$ cat src/rtl/arbitro_bandas.sv
// Round-robin scheduler for the band painter. It queues pad hits and issues one
// legal one-hot command per cycle: start, then static band, then one drum band at a time.
module arbitro_bandas #(
  parameter int HOLD_CYCLES = 4,
  parameter int GAP_CYCLES  = 1
) (
  input  logic        clk,
  input  logic        reset,
  input  logic        start,
  input  logic        stop,
  input  logic [4:0]  golpe,
  output logic [6:0]  entrada,
  output logic [2:0]  banda_activa,
  output logic [4:0]  pendientes,
  output logic [15:0] grant_count
);

  typedef enum logic [1:0] {IDLE, ARRANQUE, ESTATICA, BANDA} estado_t;

  // Counters hold "cycles remaining after this one", so each phase lasts LOAD+1 cycles.
  localparam logic [7:0] HOLD_LD = 8'(HOLD_CYCLES - 1);
  localparam logic [7:0] GAP_LD  = 8'(GAP_CYCLES - 1);

  estado_t     state, state_n;
  logic [7:0]  cnt, cnt_n;
  logic [2:0]  ptr, ptr_n;
  logic [2:0]  banda_n, sel;
  logic [4:0]  pend_n, clr;
  logic [6:0]  entrada_n;
  logic        fin_grant;

  // First requesting pad at or after base, wrapping 4 -> 0; 7 when none request.
  function automatic logic [2:0] pick_pad(input logic [4:0] req, input logic [2:0] base);
    logic [2:0] pad;
    logic       hit;
    logic [3:0] idx;
    pad = 3'd7;
    hit = 1'b0;
    for (int i = 0; i < 5; i++) begin
      idx = {1'b0, base} + 4'(i);
      if (idx >= 4'd5) idx = idx - 4'd5;
      if (!hit && req[idx[2:0]]) begin
        pad = idx[2:0];
        hit = 1'b1;
      end
    end
    return pad;
  endfunction

  always_comb begin
    state_n   = state;
    cnt_n     = cnt;
    ptr_n     = ptr;
    banda_n   = banda_activa;
    clr       = 5'b0;
    fin_grant = 1'b0;
    sel       = pick_pad(pendientes, ptr);

    case (state)
      IDLE: begin
        banda_n = 3'd7;
        if (start) state_n = ARRANQUE;
      end
      ARRANQUE: begin
        state_n = ESTATICA;
        cnt_n   = GAP_LD;
      end
      ESTATICA: begin
        if (cnt != 8'd0) begin
          cnt_n = cnt - 8'd1;
        end else if (pendientes != 5'd0) begin
          state_n = BANDA;
          cnt_n   = HOLD_LD;
          banda_n = sel;
        end
      end
      BANDA: begin
        if (cnt != 8'd0) begin
          cnt_n = cnt - 8'd1;
        end else begin
          state_n   = ESTATICA;
          cnt_n     = GAP_LD;
          clr       = 5'b00001 << banda_activa;
          ptr_n     = (banda_activa == 3'd4) ? 3'd0 : banda_activa + 3'd1;
          banda_n   = 3'd7;
          fin_grant = 1'b1;
        end
      end
      default: state_n = IDLE;
    endcase

    // A re-hit on the clearing edge is OR-ed in after the clear, so it stays queued.
    pend_n = (state == IDLE) ? 5'd0 : ((pendientes & ~clr) | golpe);

    if (stop) begin
      state_n   = IDLE;
      cnt_n     = 8'd0;
      ptr_n     = 3'd0;
      pend_n    = 5'd0;
      banda_n   = 3'd7;
      fin_grant = 1'b0;
    end

    case (state_n)
      ARRANQUE: entrada_n = 7'b0000001;
      ESTATICA: entrada_n = 7'b0000010;
      BANDA:    entrada_n = 7'b0000100 << banda_n;
      default:  entrada_n = 7'b0000000;
    endcase
  end

  always_ff @(posedge clk or posedge reset) begin
    if (reset) begin
      state        <= IDLE;
      cnt          <= 8'd0;
      ptr          <= 3'd0;
      pendientes   <= 5'd0;
      banda_activa <= 3'd7;
      entrada      <= 7'd0;
      grant_count  <= 16'd0;
    end else begin
      state        <= state_n;
      cnt          <= cnt_n;
      ptr          <= ptr_n;
      pendientes   <= pend_n;
      banda_activa <= banda_n;
      entrada      <= entrada_n;
      grant_count  <= grant_count + {15'd0, fin_grant};
    end
  end

endmodule

$ cat config.mk
export PLATFORM = sky130hd
export DESIGN_NAME = arbitro_bandas
export DESIGN_NICKNAME = d
export VERILOG_FILES = /design/src/rtl/arbitro_bandas.sv
export SDC_FILE = /design/constraint.sdc
export NUM_CORES = 1
export LEC_CHECK = 0
export ABC_AREA = 1
export BUFFER_PORTS_ARGS = -buffer_cell sky130_fd_sc_hd__clkbuf_2
export CAP_MARGIN = 20
export CORE_UTILIZATION = 54
export CTS_BUF_LIST = sky130_fd_sc_hd__clkbuf_4 sky130_fd_sc_hd__clkbuf_8
export CTS_CLUSTER_SIZE = 16
export DETAILED_ROUTE_END_ITERATION = 10
export PLACE_DENSITY = 0.81
export SETUP_SLACK_MARGIN = 0.5
export SLEW_MARGIN = 20
export SYNTH_ARGS = -nofsm -noshare
export SYNTH_HDL_FRONTEND = slang
export SYNTH_SLANG_ARGS = --single-unit
$ cat constraint.sdc
create_clock -name clk -period 3.45 [get_ports clk]
set_clock_uncertainty 0.1 [all_clocks]
set_input_delay 0.345 -clock clk [delete_from_list [all_inputs] [get_ports clk]]
set_output_delay 0.345 -clock clk [all_outputs]
set_load 0.05 [all_outputs]
==> impl_metrics.toml <==
[global_routing]
grt_pass1_wl_um = 12200
grt_usage = 0.258
grt_max_degree = 45
grt-ovfl-total = 0
antenna_found_initial = 0
grt_pass1_vias = 2677

[job]
cap_violations = 0

[sta]
setup_viol = 0
period_minus_slack_ps = 3060
final_hold_viol_count = 0
clock.fmax_mhz = 327
final.setup.tns_ps = 0
finalWorstSetupSlack_ps = 392
whs_ps = 41.6
max_slew_margin = 0.568
tightestPinTransition_ps = 644
rsz0062_at_grt = "true"
fin_crit_sh = 0.886
slew_viol_final = 0

[floorplan]
core_area_um2 = 5240
initial_core_util = 0.576
row_count = 26
die_x_um = 76.7
die_area_um2 = 5890
ios = 40
die_y_um = 76.7

[cells_and_area]
fin_area_um2 = 4020
instances_no_fill = 555
drive_gt1_frac = 0.355
mostFrequentLayoutCell = "nand2_1"
final_nets = 510
fin_util = 0.767
fillers = 336
diodes = 0
final_cell_mix = "nand2_1, inv_1, nand3_1, dfrtp_1, clkbuf_2"
area_growth_pct = 33.2

[route]
drc = 0
viasPerCell = 5.74
drt-wirelength-per-cell_um = 15.8
drtIter0Drc = 320
first_pass_iters = 8
drtAntennaViolNets = 0
num_vias = 3184
finalWirelength_um = 8780

[critical_path]
crit_path_end_kind = "flip-flop"
crit_chain = "buf_6, ha_4, inv_2, fa_2, inv_2, nand2_4, nand2_2, o21ai_4, inv_2, nand3_2, nand3_2, nand2_4, inv_4, nand4_1, nor2_1, nor2_1, nand2_1, nand2_2, a21oi_2, nand3_1, nor2_1"
path_class = "reg -> reg"
cp.required_ps = 3580
worst_path_max_delay_cell = "dfrtp_2"
slowest_delay_ps = 440
crit_arrival_ps = 3190
crit_fanout = 5
setup.worst_path.start_class = "flip-flop"

[clocking]
h-tree-depth = 2
clk-insertion-delay-late_ps = 300
cts_hold_buf = 0
cts_made_buffers = 5
clockBufferDepth = 2
path_clk_slew_ps = 90
cts_tree = "yes"
clkSinkCount = 44
cts-root-buf = "clkbuf_8"

[synth]
synth.top_cell.area_share = 0.340
ys_types = 36
yosys-top-cells-area = "dfrtp_1, nand2_1, nand3_1"
ys_seq_area_frac = 0.366
syn_inst = 409
synth.avg_cell_area_um2 = 7.37
synth_nets = 435
synth_top_flop_cell = "dfrtp_1"
yosysWarnings = 0
netlist_area_um2 = 3020
synth_top_cell_by_area = "dfrtp_1"
synth_edf_count = 0
synthArstFlopShare = 1.00
ys_ff_latch = 44

[pwr]
peakVddDrop_mv = 0.440
power_density_nw_per_um2 = 473
total_power_mw = 1.90
p_leak_nw = 1.97

[min_path]
hp-class = "in -> async"

[placement]
place.gp.congestion = 0.960
port_buffers = 39
placed_cell_area_um2 = 3410
post-place-ws_ps = 235
dp_hpwl_um = 5530
dp.cells = 519

[status]
status = "finished clean"
## flip-flops by register name, summed over array words and instances (netlist names)
signal / flops
grant_count: 16
cnt: 8
entrada: 7
pendientes: 5
banda_activa: 3
ptr: 3
state: 2
## repair_timing
item / CTS / global route
pin swaps: 5 / 33
endpoints found under the setup margin: 11 / 12
endpoints found under the hold margin: 0 / 0
gates resized for setup: 7 / 69
buffers inserted: 4 / 24
## per-layer routing
layer | GRT usage | vias to the layer above | share of wire
met5 | 0 | - | 0
met4 | 0.0788 | 0 | 0.028
met3 | 0.0417 | 34 | 0.085
met2 | 0.388 | 196 | 0.46
met1 | 0.381 | 1466 | 0.42
li1 | - | 1488 | -
## path summary, 6_finish.rpt
kind	cells past startpoint	slack, ps	to	startpoint
min in group clk	3	160	pendientes[1]$_DFF_PP0_	golpe[1]
max reg2reg	21	390	entrada[3]$_DFF_PP0_	ptr[1]$_DFFE_PP0P_
max in group asynchronous	3	2820	ptr[1]$_DFFE_PP0P_	reset
max	21	390	entrada[3]$_DFF_PP0_	ptr[1]$_DFFE_PP0P_
min reg2reg	1	380	grant_count[15]$_DFF_PP0_	grant_count[15]$_DFF_PP0_
min	3	40	grant_count[0]$_DFF_PP0_	reset
## final cells by class
| type | count | area (µm²) | area share |
|---|---|---|---|
| clock buffer | 5 | 68.8 | 0.0171 |
| clock inverter | 3 | 46.3 | 0.0115 |
| inverter | 64 | 251 | 0.0626 |
| multi-input combinational | 299 | 2000 | 0.499 |
| sequential | 44 | 1110 | 0.276 |
| tap | 70 | 87.6 | 0.0218 |
| timing repair buffer | 70 | 450 | 0.112 |
## synthesized netlist by cell type (2+ instances only)
master / count
o21ai_1: 3
nand3_1: 47
nand2_1: 82
nand4_1: 11
inv_1: 56
nand3b_1: 2
nor3b_1: 3
o21ai_0: 22
nor2_1: 42
dfrtp_1: 41
nor3_1: 9
xor2_1: 11
o21ai_2: 2
inv_2: 6
a21oi_1: 15
ha_1: 16
xnor2_1: 5
nand2_2: 10
nand3_2: 4
dfstp_2: 3
a31oi_1: 4
## critical path: cells and delay by family (launching register included)
kind	cells	cell delay, ps
and+or+nand+nor	12	1230
adders and majority gates	2	520
DFF	1	440
buffers and inverters	5	410
AOI/OAI and AO/OA	2	270
## cell families after synthesis
| logic type | Yosys count | share of synthesized area |
|---|---|---|
| AO/OA/AOI/OAI | 50 | 0.0909 |
| XOR/XNOR | 16 | 0.0465 |
| adder cells (fa/ha/maj) | 17 | 0.0730 |
| buffers and inverters | 66 | 0.0855 |
| flip-flops | 44 | 0.366 |
| AND/OR/NAND/NOR | 216 | 0.338 |
## power by group
part / internal [mW] / leakage, nW / switching (mW)
registers: 0.585 / 0.573 / 0.0871
clock network: 0.218 / 0.0548 / 0.188
logic: 0.266 / 1.35 / 0.555
Note: power is estimated with default switching activity, not from simulation.
